[config.mk]
export PLATFORM = sky130hd
export DESIGN_NAME = reg_status_file
export DESIGN_NICKNAME = d
export VERILOG_FILES = /design/src/rtl/reg_status_file_pkg.sv /design/src/rtl/reg_status_file_rf_read_port.sv /design/src/rtl/reg_status_file.sv
export SDC_FILE = /design/constraint.sdc
export NUM_CORES = 2
export LEC_CHECK = 0
export ABC_CLOCK_PERIOD_IN_PS = 3000
export BUFFER_PORTS_ARGS = -buffer_cell sky130_fd_sc_hd__buf_2
export CORE_MARGIN = 3
export CORE_UTILIZATION = 35
export DETAILED_ROUTE_END_ITERATION = 8
export PLACE_DENSITY = 0.48
export SYNTH_ARGS = -nofsm -noshare
export SYNTH_HDL_FRONTEND = slang
export SYNTH_HIERARCHICAL = 1
export SYNTH_SLANG_ARGS = --single-unit
[constraint.sdc]
create_clock -name clk_in -period 3 [get_ports clk_in]
set_input_delay 0.15 -clock clk_in [delete_from_list [all_inputs] [get_ports clk_in]]
set_output_delay 0.15 -clock clk_in [all_outputs]
set_load 0.005 [all_outputs]
[src/rtl/reg_status_file_pkg.sv]
// Shared constants and types for the Tomasulo register/rename-status file.
// ROB_INDEX_BIT may be supplied by the ROB build; a local default keeps this slice standalone.
`ifndef ROB_INDEX_BIT
`define ROB_INDEX_BIT 4
`endif

package reg_status_file_pkg;

  localparam int XLEN      = 32;
  localparam int REG_CNT   = 32;
  localparam int REG_IDX_W = 5;
  localparam int TAG_W     = `ROB_INDEX_BIT;

  typedef logic [REG_IDX_W-1:0] reg_idx_t;
  typedef logic [TAG_W-1:0]     rob_tag_t;
  typedef logic [XLEN-1:0]      xlen_t;

  typedef struct packed {
    logic     busy;
    rob_tag_t tag;
  } rename_t;

  // A commit can only retire the rename it names; younger renames keep their tag.
  function automatic logic tag_hit(rename_t stat, rob_tag_t rob_id);
    return stat.busy && (stat.tag == rob_id);
  endfunction

endpackage

[src/rtl/reg_status_file_rf_read_port.sv]
// rf_read_port: one combinational operand lookup with same-cycle commit bypass.
// Instantiated once per source operand by reg_status_file.
module rf_read_port
  import reg_status_file_pkg::*;
(
  input  logic                    rdy_in,
  input  reg_idx_t                idx_i,
  input  xlen_t   [REG_CNT-1:0]   reg_val_i,
  input  rename_t [REG_CNT-1:0]   reg_stat_i,
  input  reg_idx_t                com_rd_i,
  input  xlen_t                   com_val_i,
  input  rob_tag_t                com_rob_id_i,
  output xlen_t                   val_o,
  output logic                    busy_o,
  output rob_tag_t                tag_o
);

  rename_t stat_sel;
  logic    bypass_hit;

  assign stat_sel   = reg_stat_i[idx_i];
  // Bypass only when the commit will really land this cycle, so a frozen core reads pure state.
  assign bypass_hit = rdy_in && (com_rd_i == idx_i) && tag_hit(stat_sel, com_rob_id_i);

  always_comb begin
    val_o  = '0;
    busy_o = 1'b0;
    tag_o  = '0;
    if (idx_i != '0) begin
      if (bypass_hit) begin
        val_o = com_val_i;
      end else begin
        val_o  = reg_val_i[idx_i];
        busy_o = stat_sel.busy;
        tag_o  = stat_sel.busy ? stat_sel.tag : '0;
      end
    end
  end

endmodule

[src/rtl/reg_status_file.sv]
// reg_status_file: architectural registers plus per-register busy/ROB-tag rename status.
// Optional RF_TRACE_EN adds a bypass-free debug read port and a committed-write counter.
module reg_status_file
  import reg_status_file_pkg::*;
(
  input  logic     clk_in,
  input  logic     rst_n_in,
  input  logic     rdy_in,
  input  logic     clear_in,
  input  logic     iss_valid,
  input  reg_idx_t iss_rd,
  input  rob_tag_t iss_rob_id,
  input  reg_idx_t rs1_idx,
  input  reg_idx_t rs2_idx,
  output xlen_t    rs1_val,
  output logic     rs1_busy,
  output rob_tag_t rs1_tag,
  output xlen_t    rs2_val,
  output logic     rs2_busy,
  output rob_tag_t rs2_tag,
  input  reg_idx_t com_rd,
  input  xlen_t    com_val,
  input  rob_tag_t com_rob_id
`ifdef RF_TRACE_EN
  ,
  input  reg_idx_t    dbg_idx,
  output xlen_t       dbg_val,
  output logic [31:0] dbg_wr_cnt
`endif
);

  xlen_t   [REG_CNT-1:0] val_q, val_d;
  rename_t [REG_CNT-1:0] stat_q, stat_d;

  logic com_en;
  logic iss_en;

  assign com_en = rdy_in && (com_rd != '0);
  assign iss_en = rdy_in && iss_valid && (iss_rd != '0) && !clear_in;

  // Commit first, then issue/clear on top: a same-rd issue wins the status, the commit wins the value.
  always_comb begin
    val_d  = val_q;
    stat_d = stat_q;
    if (com_en) begin
      val_d[com_rd] = com_val;
      if (stat_q[com_rd].tag == com_rob_id) begin
        stat_d[com_rd] = '0;
      end
    end
    if (rdy_in && clear_in) begin
      stat_d = '0;
    end else if (iss_en) begin
      stat_d[iss_rd] = '{busy: 1'b1, tag: iss_rob_id};
    end
    val_d[0]  = '0;
    stat_d[0] = '0;
  end

  always_ff @(posedge clk_in or negedge rst_n_in) begin
    if (!rst_n_in) begin
      val_q  <= '0;
      stat_q <= '0;
    end else begin
      val_q  <= val_d;
      stat_q <= stat_d;
    end
  end

  rf_read_port u_rs1_port (
    .rdy_in       (rdy_in),
    .idx_i        (rs1_idx),
    .reg_val_i    (val_q),
    .reg_stat_i   (stat_q),
    .com_rd_i     (com_rd),
    .com_val_i    (com_val),
    .com_rob_id_i (com_rob_id),
    .val_o        (rs1_val),
    .busy_o       (rs1_busy),
    .tag_o        (rs1_tag)
  );

  rf_read_port u_rs2_port (
    .rdy_in       (rdy_in),
    .idx_i        (rs2_idx),
    .reg_val_i    (val_q),
    .reg_stat_i   (stat_q),
    .com_rd_i     (com_rd),
    .com_val_i    (com_val),
    .com_rob_id_i (com_rob_id),
    .val_o        (rs2_val),
    .busy_o       (rs2_busy),
    .tag_o        (rs2_tag)
  );

`ifdef RF_TRACE_EN
  logic [31:0] wr_cnt_q, wr_cnt_d;

  // The counter holds through a flush cycle even though the commit value itself is written.
  always_comb begin
    wr_cnt_d = wr_cnt_q;
    if (com_en && !clear_in) begin
      wr_cnt_d = wr_cnt_q + 32'd1;
    end
  end

  always_ff @(posedge clk_in or negedge rst_n_in) begin
    if (!rst_n_in) begin
      wr_cnt_q <= '0;
    end else begin
      wr_cnt_q <= wr_cnt_d;
    end
  end

  assign dbg_val    = val_q[dbg_idx];
  assign dbg_wr_cnt = wr_cnt_q;
`endif

endmodule

# Word level (Yosys, flattened, before mapping)
# Cells that the tools add are included.
# totals
register_bits,1147
inputBits,65
out_inout_bits,74
elab_cells,160
# op_classes
magnitude_cmp,6
n_eq_ne,5
mux,36
bitwise,2
reduce_logical,18
# op_table
operator,n
bitwise mux 1024 bit,1
two-way mux 160 bit,4
binary-select mux 32 bit (select 5 bit),2
two-way mux 32 bit,7
AND 160 bit,1
bitwise mux 160 bit,1
demux 32 bit (select 5 bit),1
inverter 160 bit,1
binary-select mux 5 bit (select 5 bit),3
demux 5 bit (select 5 bit),2
two-way mux 4 bit,7
less-than comparator 5 x 6 -> 1 bit (second input constant),4
two-way mux 5 bit,4
nonzero test 5 bit,4
logical AND 1 bit,13
equality test 4 bit,3
equality test 5 bit,2
>= comparator 5 x 1 -> 1 bit (second input constant),2
two-way mux 1 bit,4
logical NOT 1 bit,1

# Logic depth before layout (Yosys ltp)
# depth
word_depth,11
ltp_mapped,12
ltp_nobuf,7

# Hierarchy
# Netlist, hierarchy kept.
# by_module_without_submodules
module,n_inst,cells_each,area_per_inst_um2
reg_status_file,1,4160,46343.2
rf_read_port,2,653,9978.3

# Worst setup path before layout
# Ideal clock, no wire load.
# synth_path
kind,input to output
from,input rs1_idx[0]
to,output rs1_val[10]
t_arrival_ns,2.559
slack_ns,0.291
cell_stages,8
path_cell_list,buf_4 > buf_2 > buf_2 > buf_1 > mux4_2 > mux4_2 > o211ai_1 > mux2i_1
# synth_between
elab_chain_len,7
word_cells_on_any_way,12
classes_between,eq/ne (2); mux (6); reduce/logical (4)
# synth_lines
item,line_no,text
start: declaration,reg_status_file.sv:13,"input reg_idx_t rs1_idx,"
binary-select mux 5 bit (select 5 bit),reg_status_file_rf_read_port.sv:21,assign stat_sel = reg_stat_i[idx_i];
two-way mux 5 bit (implied by the code),reg_status_file_rf_read_port.sv:21,
equality test 4 bit,reg_status_file_pkg.sv:25,return stat.busy && (stat.tag == rob_id);
logical AND 1 bit,reg_status_file_pkg.sv:25,
logical AND 1 bit,reg_status_file_rf_read_port.sv:23,"assign bypass_hit = rdy_in && (com_rd_i == idx_i) && tag_hit(stat_sel, com_rob_id_i);"
two-way mux 32 bit,reg_status_file_rf_read_port.sv:30,if (bypass_hit) begin
two-way mux 32 bit (*),reg_status_file_rf_read_port.sv:29,if (idx_i != '0) begin
end: declaration,reg_status_file.sv:15,"output xlen_t rs1_val,"
# Every way passes the cells marked *; elsewhere a longest branch is shown, timed or not. The select of a mux whose other input is x is not followed.

# Final worst setup path
# layout_path
from,register stat_q[81] in the netlist's numbering
to,output rs2_val[27]
# layout_between
elab_chain_len,7
# layout_lines
item,line_no,text
start: declaration,reg_status_file.sv:33,"rename_t [REG_CNT-1:0] stat_q, stat_d;"
start signal: assignment,reg_status_file.sv:66,stat_q <= stat_d;
binary-select mux 5 bit (select 5 bit),reg_status_file_rf_read_port.sv:21,
two-way mux 5 bit (implied by the code),reg_status_file_rf_read_port.sv:21,
equality test 4 bit,reg_status_file_pkg.sv:25,
logical AND 1 bit,reg_status_file_pkg.sv:25,
logical AND 1 bit,reg_status_file_rf_read_port.sv:23,
two-way mux 32 bit,reg_status_file_rf_read_port.sv:30,
two-way mux 32 bit,reg_status_file_rf_read_port.sv:29,
end: declaration,reg_status_file.sv:18,"output xlen_t rs2_val,"
# No other way between the ends. The select of a mux whose other input is x is not followed.

==> flow_summary.toml <==
[placement]
io_buffers = 138
routabilityCongestion = 0.877
dpl.cell_count = 8052
place_ws_ns = -0.363
dp_hpwl_um = 156000

[global_route]
grt_busiest_layer = "met2"
grt_pass1_wl_um = 368000
first_global_vias = 49900
gr-usage-all-layers_pct = 26.0
grtUsageMet3_pct = 4.16
grt_util_met1_pct = 36.5
globalRouteMet2Util_pct = 40.8
grt_overflow_total = 0
antenna_found_initial = 6
grt_max_degree = 142

[die]
dieHeight_um = 441
core_um2 = 188000
rows = 159
die_w_um = 441
die-area_um2 = 195000
pin_count = 139
start_util_pct = 35.3

[clock_tree]
clock-root-buffer = "clkbuf_16"
cts.sinks = 1147
clkTransAtPathRegs_ns = 0.06
h-tree-depth = 4
clockBufferDepth = 3
cts_tree = "built"
clock_latency_ns = 0.80
cts_buffers = 141

[sta]
grt_setup_unrepaired = "yes"
setup_violations = 74
setup_ws_ns = -0.977
max-slew-margin-rel_pct = 38.8
finalClockSkew_ns = 0.0366
period_needed_ns = 3.98
slew_violations = 0
hold_violations = 0
clock.fmax_ghz = 0.251
worstMarginPinSlew_ns = 0.918
post-route-period-util_pct = 133

[power_and_ir_drop]
p_leak_nw = 35.2
power_density_nw_per_um2 = 628
ir_drop_mv = 0.554

[finish]
area_growth_syn_to_layout_pct = 18.0
final_nets = 5822
layout-drive-gt1-share_pct = 38.4
fin_cells = 8358

[synth]
synth-seq-cells = 1147
synthTopCellsByArea = "dfrtp_1 43%, mux4_2 25%, mux2_2 9.2%"
yosysTopAreaCell = "dfrtp_1"
yosys_warnings = 6
synth_cell_types = 54
synth.avg_cell_area_um2 = 12.1
synth_top_area_share_pct = 43.3
syn_inst = 5466
ys.flop_type = "dfrtp_1"
yosysSeqAreaShare_pct = 43.3
synth_edf_count = 0
ys_async_sr_fraction_pct = 100
syn-cell-area_um2 = 66300

[worst_hold_path]
hold_class = "input port to async pin"

[outcome]
run_status = "finished with violations"
violations = "setup timing"

[route]
via_per_inst = 5.97
final_antenna_net_count = 0
drc = 0
first_iter_violations = 5200
wl_per_cell_um = 30.3
vias = 49900
routed_wl_um = 253000
firstDrtPassIters = 6

[flow_run]
cap_violations = 0

[worst_setup_path]
worst_setup_path_end_kind = "primary output"
worstPathMaxFanout = 13
crit_type = "register to primary output"
worstPathArrival_ns = 3.83
start_kind = "register"
cp.required_ns = 2.85
## final cells by class
type	instances	area [µm²]
well taps	2495	3120
fillers	17500	110000
clock inverters	47	597
inverters	38	143
clock buffers	200	4100
repair buffers	630	5880
flip-flops and latches	1147	28700
diodes	2	5.00
multi-input cells	3799	35700
## layer usage
metal  vias to the layer above  routed length, µm
li1                      20700                  -
met1                     26800             109000
met2                      2023             118000
met3                       449              16900
met4                         0               9260
met5                         -                  0
## what timing repair did
item | in CTS | in global routing
endpoints found under the hold margin | 1398 | 0
pin swaps | 0 | 3
hold buffers | 47 | 0
setup buffers | 6 | 5
setup endpoints to repair | 74 | 74
resized for setup | 22 | 11
gates cloned | 0 | 1
## cell usage in the layout, fill, tap and decap left out, types with 17 or more instances in the layout
cell	count
o21ai_0	79
mux4_2	724
conb_1	74
buf_12	95
dlygate4sd3_1	46
nor2_1	60
a41oi_1	62
nand2_4	25
nand4_1	71
buf_4	347
clkinv_2	22
dfrtp_1	1147
nand2_1	1468
o22ai_1	28
mux2_2	544
nand3_1	130
o221ai_2	40
o221ai_1	28
mux2i_1	141
o211ai_1	64
a31oi_1	17
xor2_1	18
clkbuf_16	143
clkbuf_8	35
buf_2	126
inv_1	30
clkbuf_1	25
or2_2	66
## cells in the mapped netlist (all sizes together) (38+ instances only)
cell type and instances:
o21ai 79, or2 66, clkbuf 354, o221ai 68, mux4 724, a41oi 62
dfrtp 1147, nor2 68, nand3 132, o211ai 64, mux2 544, inv 38
buf 201, nand4 71, nand2 1498, mux2i 148
## path summary, 6_finish.rpt
check / from / endpoint / slack (ns) / depth (start not counted)
hold / removal: rst_n_in / stat_q[135] / 0.09 / 3
hold reg to reg: val_q[832] / val_q[832] / 0.49 / 2
max in group asynchronous: rst_n_in / val_q[295] / 2.10 / 4
min in group clk_in: iss_rd[0] / stat_q[139] / 0.09 / 4
setup reg to reg: stat_q[73] / stat_q[19] / 0.25 / 10
setup / recovery: stat_q[81] / rs2_val[27] / -0.98 / 10
## through the flow
step | total power, mW | TNS (ns) | hold WS (ns) | area (µm²) | util (%)
after global placement | 31.3 | -13.77 | 0.0736 | 72800 | 38.7
after global routing | 51.3 | -76.45 | 0.0901 | 78300 | 41.6
after floorplan | 27.6 | 0 | -0.146 | 66600 | -
after detailed placement | 31.7 | -16.12 | 0.0764 | 72800 | 38.7
final | 49.1 | -66.05 | 0.0896 | 78300 | 41.6
after CTS | 49.4 | -66.34 | 0.0197 | 78100 | 41.6
## sequential cells by signal, indices dropped and copies added (netlist names)
signal,flops
stat_q,155
val_q,992
## where the power goes
part | switching, mW | total, mW | internal (mW) | leakage [nW]
clock | 7.37 | 17.5 | 10.1 | 2.31
combinational | 4.79 | 11.1 | 6.34 | 18.4
sequential | 2.19 | 20.5 | 18.3 | 14.4
## kinds of logic after synthesis
logic type | count (synthesis) | synth area share, %
multiplexers | 1416 | 36.1
AO/OA/AOI/OAI | 354 | 4.22
flip-flops | 1147 | 43.3
buffers and inverters | 593 | 3.91
other | 1 | 0.00566
AND/OR/NAND/NOR | 1933 | 12.2
XOR/XNOR | 22 | 0.291
## worst max-delay path, cell delays in order, from the launching register on
cell,delay [ns]
dfrtp_1,0.41
mux4_2,0.48
mux4_2,0.54
mux2i_2,0.21
xor2_1,0.20
nand2_2,0.13
nor4_4,0.23
buf_12,0.24
buf_16,0.19
mux2i_1,0.21
buf_2,0.13
(Power assumes the default switching activity.)
